<file path="src/rtl/fifo_write_arbiter.sv">
// Round-robin burst arbiter for the CDC FIFO write port (write clock domain).
// Optional: define FIFO_ARB_PRIO0_EN to give requester 0 strict priority.
module fifo_write_arbiter #(
    parameter int NUM_REQ     = 4,
    parameter int DATA_WIDTH  = 4,
    parameter int BURST_LEN   = 4,
    parameter int OWNER_WIDTH = 2
) (
    input  logic                          write_clock,
    input  logic                          write_reset,
    input  logic [NUM_REQ-1:0]            req,
    input  logic [NUM_REQ*DATA_WIDTH-1:0] req_data,
    output logic [NUM_REQ-1:0]            ack,
    input  logic                          full,
    output logic [DATA_WIDTH-1:0]         write_data,
    output logic                          write_increment,
    output logic                          busy,
    output logic [OWNER_WIDTH-1:0]        owner
);

    localparam int CNT_W = 4;

    typedef enum logic {
        IDLE,
        BURST
    } state_t;

    state_t                 state_q, state_d;
    logic [OWNER_WIDTH-1:0] owner_q, owner_d;
    logic [OWNER_WIDTH-1:0] rr_ptr_q, rr_ptr_d;
    logic [CNT_W-1:0]       burst_cnt_q, burst_cnt_d;

    logic [NUM_REQ-1:0]     req_rot;
    logic [OWNER_WIDTH-1:0] pick;
    logic                   found;
    logic                   owner_req;
    logic [DATA_WIDTH-1:0]  owner_data;
    logic                   wr;
    logic [OWNER_WIDTH-1:0] owner_next;
    int                     off;
    int                     sum;

    // Rotate so that bit 0 is the requester at rr_ptr; first set bit wins.
    always_comb begin
        req_rot = NUM_REQ'({req, req} >> rr_ptr_q);
        found   = 1'b0;
        off     = 0;
        for (int k = 0; k < NUM_REQ; k++) begin
            if (!found && req_rot[k]) begin
                found = 1'b1;
                off   = k;
            end
        end
        sum = int'(rr_ptr_q) + off;
        if (sum >= NUM_REQ) begin
            sum = sum - NUM_REQ;
        end
        pick = OWNER_WIDTH'(sum);
`ifdef FIFO_ARB_PRIO0_EN
        if (req[0]) begin
            pick = '0;
        end
`endif
    end

    always_comb begin
        owner_req  = 1'(req >> owner_q);
        owner_data = DATA_WIDTH'(req_data >> (int'(owner_q) * DATA_WIDTH));
        busy       = (state_q == BURST);
        // Reset cycle never writes, even when abandoning a burst.
        wr         = busy & owner_req & ~full & ~write_reset;

        write_increment = wr;
        write_data      = busy ? owner_data : '0;
        ack             = wr ? (NUM_REQ'(1) << owner_q) : '0;
        owner           = owner_q;

        if (owner_q == OWNER_WIDTH'(NUM_REQ - 1)) begin
            owner_next = '0;
        end else begin
            owner_next = owner_q + 1'b1;
        end
    end

    always_comb begin
        state_d     = state_q;
        owner_d     = owner_q;
        rr_ptr_d    = rr_ptr_q;
        burst_cnt_d = burst_cnt_q;

        unique case (state_q)
            IDLE: begin
                if (found) begin
                    state_d     = BURST;
                    owner_d     = pick;
                    burst_cnt_d = '0;
                end
            end
            BURST: begin
                if (!owner_req ||
                    (wr && burst_cnt_q == CNT_W'(BURST_LEN - 1))) begin
                    state_d     = IDLE;
                    burst_cnt_d = '0;
`ifdef FIFO_ARB_PRIO0_EN
                    if (owner_q != '0) begin
                        rr_ptr_d = owner_next;
                    end
`else
                    rr_ptr_d = owner_next;
`endif
                end else if (wr) begin
                    burst_cnt_d = burst_cnt_q + 1'b1;
                end
            end
            default: state_d = IDLE;
        endcase
    end

    always_ff @(posedge write_clock) begin
        if (write_reset) begin
            state_q     <= IDLE;
            owner_q     <= '0;
            rr_ptr_q    <= '0;
            burst_cnt_q <= '0;
        end else begin
            state_q     <= state_d;
            owner_q     <= owner_d;
            rr_ptr_q    <= rr_ptr_d;
            burst_cnt_q <= burst_cnt_d;
        end
    end

endmodule
</file>
<file path="config.mk">
export PLATFORM = sky130hd
export DESIGN_NAME = fifo_write_arbiter
export DESIGN_NICKNAME = d
export VERILOG_FILES = /design/src/rtl/fifo_write_arbiter.sv
export SDC_FILE = /design/constraint.sdc
export NUM_CORES = 1
export LEC_CHECK = 0
export ABC_CLOCK_PERIOD_IN_PS = 2790
export BUFFER_PORTS_ARGS = -buffer_cell sky130_fd_sc_hd__buf_4
export CAP_MARGIN = 15
export CORE_MARGIN = 4
export CORE_UTILIZATION = 40
export CTS_CLUSTER_SIZE = 24
export DETAILED_ROUTE_END_ITERATION = 8
export PLACE_DENSITY = 0.67
export SLEW_MARGIN = 5
export SYNTH_ARGS = -nofsm -noshare
export SYNTH_HDL_FRONTEND = slang
export SYNTH_SLANG_ARGS = --single-unit
</file>
<file path="constraint.sdc">
create_clock -name write_clock -period 2.79 [get_ports write_clock]
set_clock_uncertainty 0.05 [all_clocks]
set_input_delay 0.279 -clock write_clock [delete_from_list [all_inputs] [get_ports write_clock]]
set_output_delay 0.279 -clock write_clock [all_outputs]
set_load 0.1 [all_outputs]
</file>
==> results.sh, run 1 <==
export IMPL_grt_max_degree=15
export IMPL_synthToLayoutAreaGrowth_pct=29.89
export IMPL_achievable_frequency_ghz=0.4245
export IMPL_clk_latency_ns=0.26
export IMPL_hold_buffers=0
export IMPL_run_status="finished clean"
export IMPL_setup_viol=0
export IMPL_num_rows=17
export IMPL_fp_coreArea_um2=2212
export IMPL_initial_core_util_pct=41.63
export IMPL_antenna_violating_nets_left=0
export IMPL_path_delay_family="multiplexers"
export IMPL_setup_ws_ns=0.4343
export IMPL_grt_pass1_vias=868
export IMPL_hold_path_class="in2reg"
export IMPL_post_route_cells_drive_above_1_share_pct=40.44
export IMPL_fp_dieH_um=55.98
export IMPL_cp_cell_sequence="mux4_1 -> and2_2 -> buf_4"
export IMPL_period_utilization_pct=84.43
export IMPL_worstMarginPinSlew_ns=0.4843
export IMPL_clkSlewWorstSetupHoldPaths_ns=0.07
export IMPL_detailed_route_wire_length_um=2366
export IMPL_netlist_area_um2=920.9
export IMPL_drc=0
export IMPL_synth_seq_area_share_pct=19.57
export IMPL_initialDrtViolationCount=13
export IMPL_ctsHtreeMaxLevel=1
export IMPL_max_cap_viol_count=0
export IMPL_max_vdd_ir_drop_v=0.0003262
export IMPL_aggregate_negative_setup_slack_ns=0
export IMPL_wire_per_inst_um=14.43
export IMPL_p_leak_nw=0.5146
export IMPL_total_i_o_pin_count=35
export IMPL_cells_after_synth=103
export IMPL_post_cts_resize_count=0
export IMPL_crit_path_arrival_time_ns=2.03
export IMPL_grt_first_pass_wirelength_um=3726
export IMPL_number_of_synthesized_flops_with_an_enable_pin=0
export IMPL_cp_num_buf_inv=1
export IMPL_postSynthNetCount=132
export IMPL_report_final_hold_viol_count=0
export IMPL_vias_per_cell=5.409
export IMPL_tritoncts_clock_tree="built"
export IMPL_dieArea_um2=3134
export IMPL_post_route_min_period_ns=2.356
export IMPL_critPathMaxStageDelay_ns=0.74
export IMPL_globalplace_congestion=0.8316
export IMPL_die_width_um=55.98
export IMPL_post_cts_repair_setup_buffers=0
export IMPL_numCtsBuffers=3
export IMPL_detailroute_via_count=887
export IMPL_slew_headroom_pct=67.67
export IMPL_slowest_stage_cell_cp="mux4_1"
export IMPL_port_buffers=34
export IMPL_power_density_nw_per_um2=451.2
export IMPL_asyncSetResetFlopFracSynth_pct=0
export IMPL_dr_pass1_iters=4
export IMPL_critPathMaxFanout=13
export IMPL_final_max_slew_viol_count=0
export IMPL_crit_path_end_kind="output port"
export IMPL_syn_avg_cell_area_um2=8.941
export IMPL_antenna_found_initial=0
export IMPL_track_usage_pct=14.46
export IMPL_cp_data_required_time_ns=2.46
export IMPL_synth_warning_count=0
export IMPL_detailed_place_hpwl_um=1834
export IMPL_dp_slack_ns=0.6267
export IMPL_longest_clk_path_bufs=2
export IMPL_cts_sinks=9
export IMPL_final_nets=166
export IMPL_worst_setup_path_start_kind="register"
export IMPL_clock_tree_root_cell="clkbuf_4"
export IMPL_netlist_cell_type_count=36
export IMPL_rsz0062_at_grt="no"
export IMPL_antennaDiodeCount=0
export IMPL_postSynthRegisterBits=9
export IMPL_crit_type="reg2out"
export IMPL_grt_remaining_overflow=0
export IMPL_synthFlopType="dfxtp_1"
placed cells by master (no fill, tap or decap), drive strengths merged, types with 2 or more instances in the layout:
cell type,instances
mux2i,3
and3,4
o22ai,3
clkbuf,4
nand2,13
mux4,6
or2b,3
dfxtp,9
o211ai,3
and2,6
nor2,9
inv,3
nand3,4
ha,6
o21ai,4
or2,2
a21oi,5
buf,34
or4,2
metrics by stage:
step                power [mW]  utilization (%)  instances  hold WS, ns  area, µm²
floorplan               0.3767                -        103       0.4034      923.4
global placement        0.4354            52.88        160       0.4195       1170
detailed placement      0.4405            52.88        160       0.4457       1170
CTS                     0.5416            54.07        164       0.1987       1196
global route            0.5629            54.07        164       0.2097       1196
finish                  0.5397            54.07        164       0.2000       1196
cells in the mapped netlist (2+ instances only):
library cell | number | share of area (%)
and2_1 | 6 | 4.1
buf_6 | 3 | 3.7
or2b_2 | 3 | 2.9
mux4_2 | 5 | 12
inv_1 | 3 | 1.2
nand2_1 | 13 | 5.3
o21ai_0 | 3 | 1.6
mux2i_1 | 3 | 3.3
nor2_1 | 9 | 3.7
ha_1 | 6 | 8.2
o211ai_1 | 3 | 2.4
o22ai_1 | 3 | 2.0
dfxtp_1 | 9 | 20
and3_1 | 4 | 2.7
nand3_1 | 4 | 2.2
a21oi_1 | 5 | 2.7
or2_2 | 2 | 1.4
flip-flops by register name, summed over array words and instances, names as in the netlist:
register     count
owner            2
rr_ptr_q         2
busy             1
burst_cnt_q      4
logic make-up after synthesis:
family / after synthesis / share of synthesized area, %
buffers and inverters: 8 / 5.977
DFF: 9 / 19.56
xor gates and xnor gates: 1 / 0.9513
AOI/OAI and AO/OA: 20 / 16.30
muxes: 10 / 19.57
adders and majority gates: 6 / 8.152
and+or+nand+nor: 49 / 29.48
routing by layer:
layer  vias up  global-route usage [%]  wire length, µm
li1        446                       -                -
met1       411                   17.83             1076
met2        28                   24.21             1100
met3         2                   4.176              173
met4         0                   4.407               16
met5         -                       0                0
report_power, final:
| group | switching [mW] | total, mW | internal (mW) | leakage (nW) |
|---|---|---|---|---|
| clock network | 0.0480 | 0.103 | 0.0552 | 0.0150 |
| logic | 0.166 | 0.266 | 0.0994 | 0.426 |
| registers | 0.0320 | 0.171 | 0.139 | 0.0738 |
| total | 0.246 | 0.540 | 0.293 | 0.515 |
worst register-to-register path: cells and delay by family (launching register included):
kind / cells / cell delay, ns
compound gates: 1 / 0.22
mux: 1 / 0.33
flops: 1 / 0.61
simple gates: 2 / 0.85
final cells by class:
class | instances | area (µm²)
Sequential cell | 9 | 181.4
Fill cell | 209 | 1016
Tap cell | 28 | 35.03
Inverter | 3 | 11.26
Timing Repair Buffer | 34 | 255.2
Multi-Input combinational cell | 86 | 686.9
Clock buffer | 4 | 26.28
path summary, 6_finish.rpt:
kind,from,endpoint,slack (ns),depth (start not counted)
max,owner[0]$_SDFFE_PP0P_,write_increment,0.43,3
max reg2reg,busy$_SDFF_PP0_,rr_ptr_q[0]$_SDFFE_PP0P_,0.62,4
min reg2reg,burst_cnt_q[1]$_SDFFE_PP0P_,burst_cnt_q[1]$_SDFFE_PP0P_,0.45,2
min,write_reset,owner[0]$_SDFFE_PP0P_,0.20,2
Note: power is estimated with default switching activity, not from simulation.
==> run 2, diff against run 1 <==
--- a/config.mk
+++ b/config.mk
@@ -5,7 +5,7 @@
 export SDC_FILE = /design/constraint.sdc
 export NUM_CORES = 1
 export LEC_CHECK = 0
-export ABC_CLOCK_PERIOD_IN_PS = 2790
+export ABC_CLOCK_PERIOD_IN_PS = 2300
 export BUFFER_PORTS_ARGS = -buffer_cell sky130_fd_sc_hd__buf_4
 export CAP_MARGIN = 15
 export CORE_MARGIN = 4
==> constraint.sdc (replaced) <==
create_clock -name write_clock -period 2.3 [get_ports write_clock]
set_clock_uncertainty 0.05 [all_clocks]
set_input_delay 0.23 -clock write_clock [delete_from_list [all_inputs] [get_ports write_clock]]
set_output_delay 0.23 -clock write_clock [all_outputs]
set_load 0.1 [all_outputs]
==> run 2 against run 1 <==
  * Total power grew 21%
  * Clock-buffer cell count did not move
  * Global-route usage up 0.36 points
  * Sequential power grew 22%
  * Core utilization grew 0.79 points
  * Worst hold slack got worse by 0.060 ns
  * Combinational power up 21%
  * Design area up 1.5%
  * Worst setup slack worse by 0.37 ns
  * Clock power grew 21%
  * Largest power group unchanged
==> results.sh, run 2 (synthesized netlist as in run 1, its figures left out) <==
export IMPL_post_layout_nonfiller_instances=165
export IMPL_dieArea_um2=3134
export IMPL_timing_critical_path_from="owner[0]$_SDFFE_PP0P_"
export IMPL_clk_latency_ns=0.26
export IMPL_worst_hold_path_num_cells=2
export IMPL_fp_dieH_um=55.98
export IMPL_grt_use_met3_pct=5.104
export IMPL_tritoncts_clock_tree="built"
export IMPL_post_cts_repair_setup_buffers=0
export IMPL_met1_usage_pct=18.18
export IMPL_antennaDiodeCount=0
export IMPL_numCtsBuffers=3
export IMPL_worstMarginPinSlew_ns=0.3169
export IMPL_detailed_place_hpwl_um=1762
export IMPL_grt_pass1_vias=859
export IMPL_slew_headroom_pct=78.87
export IMPL_clkSlewWorstSetupHoldPaths_ns=0.07
export IMPL_max_cap_viol_count=0
export IMPL_rr_endpoint="owner[1]$_SDFFE_PP0P_"
export IMPL_wire_per_inst_um=13.32
export IMPL_aggregate_negative_setup_slack_ns=0
export IMPL_initialDrtViolationCount=13
export IMPL_critPathMaxFanout=13
export IMPL_cp_num_buf_inv=1
export IMPL_drc=0
export IMPL_initial_core_util_pct=41.63
export IMPL_synthToLayoutAreaGrowth_pct=31.79
export IMPL_setup_viol=0
export IMPL_crit_path_end_kind="output port"
export IMPL_run_status="finished clean"
export IMPL_track_usage_pct=14.82
export IMPL_post_route_cells_drive_above_1_share_pct=45.26
export IMPL_post_route_min_period_ns=2.234
export IMPL_die_width_um=55.98
export IMPL_grt_first_pass_wirelength_um=3774
export IMPL_worstHoldStart="write_reset"
export IMPL_total_i_o_pin_count=35
export IMPL_antenna_violating_nets_left=0
export IMPL_final_nets=167
export IMPL_ctsHtreeMaxLevel=1
export IMPL_max_vdd_ir_drop_v=0.0004254
export IMPL_globalplace_congestion=0.8526
export IMPL_crit_type="reg2out"
export IMPL_num_rows=17
export IMPL_hold_buffers=0
export IMPL_grt_max_degree=15
export IMPL_period_utilization_pct=97.14
export IMPL_achievable_frequency_ghz=0.4476
export IMPL_timing_rr_start="rr_ptr_q[0]$_SDFFE_PP0P_"
export IMPL_slowest_stage_cell_cp="mux4_1"
export IMPL_critPathMaxStageDelay_ns=0.73
export IMPL_port_buffers=34
export IMPL_power_density_nw_per_um2=540.0
export IMPL_clock_tree_root_cell="clkbuf_4"
export IMPL_layout_cells_most_common_list="buf_4 (35), nand2_1 (13), nor2_1 (9), ha_1 (6), dfxtp_1 (6)"
export IMPL_cts_sinks=9
export IMPL_worst_setup_path_start_kind="register"
export IMPL_post_place_cells=161
export IMPL_p_leak_nw=0.5187
export IMPL_crit_path_arrival_time_ns=1.95
export IMPL_rsz0062_at_grt="no"
export IMPL_cp_cell_sequence="mux4_1 -> and2_2 -> buf_4"
export IMPL_grt_met2_usage_pct=24.21
export IMPL_critical_path_depth=3
export IMPL_reg2reg_depth=6
export IMPL_longest_clk_path_bufs=2
export IMPL_layout_cells_most_common="buf_4"
export IMPL_fp_coreArea_um2=2212
export IMPL_final_max_slew_viol_count=0
export IMPL_detailed_route_wire_length_um=2198
export IMPL_busiest_layer="met2"
export IMPL_report_final_hold_viol_count=0
export IMPL_detailroute_via_count=906
export IMPL_hold_path_class="in2reg"
export IMPL_worst_r2r_setup_slack_ns=0.27
export IMPL_path_delay_family="multiplexers"
export IMPL_antenna_found_initial=0
export IMPL_dr_pass1_iters=2
export IMPL_post_cts_resize_count=0
export IMPL_vias_per_cell=5.491
export IMPL_cp_data_required_time_ns=2.02
export IMPL_largest_register="burst_cnt_q"
export IMPL_grt_remaining_overflow=0
export IMPL_layout_core_utilization_pct=54.86
export IMPL_largest_register_ffs=4
export IMPL_timing_hold_worst_endpoint="owner[0]$_SDFFE_PP0P_"
run 2: cell types whose count changed in the layout (fill, tap and decap cells not counted), sizes merged:
cell / change
buf: +1
run 2: worst max-delay path by stage:
stage	endpoint
after floorplan	burst_cnt_q[1]$_SDFFE_PP0P_
after global placement	rr_ptr_q[0]$_SDFFE_PP0P_
after detailed placement	owner[1]$_SDFFE_PP0P_
after CTS	write_increment
after global routing	write_increment
final	write_increment
run 2: per-stage QoR:
step	setup slack (ns)	instance area [µm²]	total power, mW	hold slack [ns]
floorplan	0.1106	933.4	0.4586	0.3604
CTS	0.05717	1214	0.6593	0.1416
detailed placement	0.2628	1187	0.5361	0.4170
global placement	0.3141	1187	0.5308	0.4201
global route	0.004922	1214	0.6943	0.1537
finish	0.06574	1214	0.6554	0.1399
run 2: layout make-up:
| class | instances | area (µm²) |
|---|---|---|
| clock buffer | 4 | 26.28 |
| fill | 210 | 998.5 |
| inverter | 3 | 11.26 |
| multi-input combinational | 86 | 691.9 |
| sequential | 9 | 186.4 |
| tap | 28 | 35.03 |
| timing repair buffer | 35 | 262.8 |
run 2: layer usage:
layer  vias to the layer above  share of wire (%)
met5                         -                  0
met3                         3                7.2
met1                       423                 47
li1                        451                  -
met2                        29                 45
met4                         0               0.82
run 2: power by group:
| group | internal (mW) | switching, mW | leakage [nW] | total (mW) |
|---|---|---|---|---|
| registers | 0.170 | 0.0376 | 0.0747 | 0.208 |
| clock network | 0.0670 | 0.0579 | 0.0150 | 0.125 |
| logic | 0.121 | 0.202 | 0.429 | 0.323 |
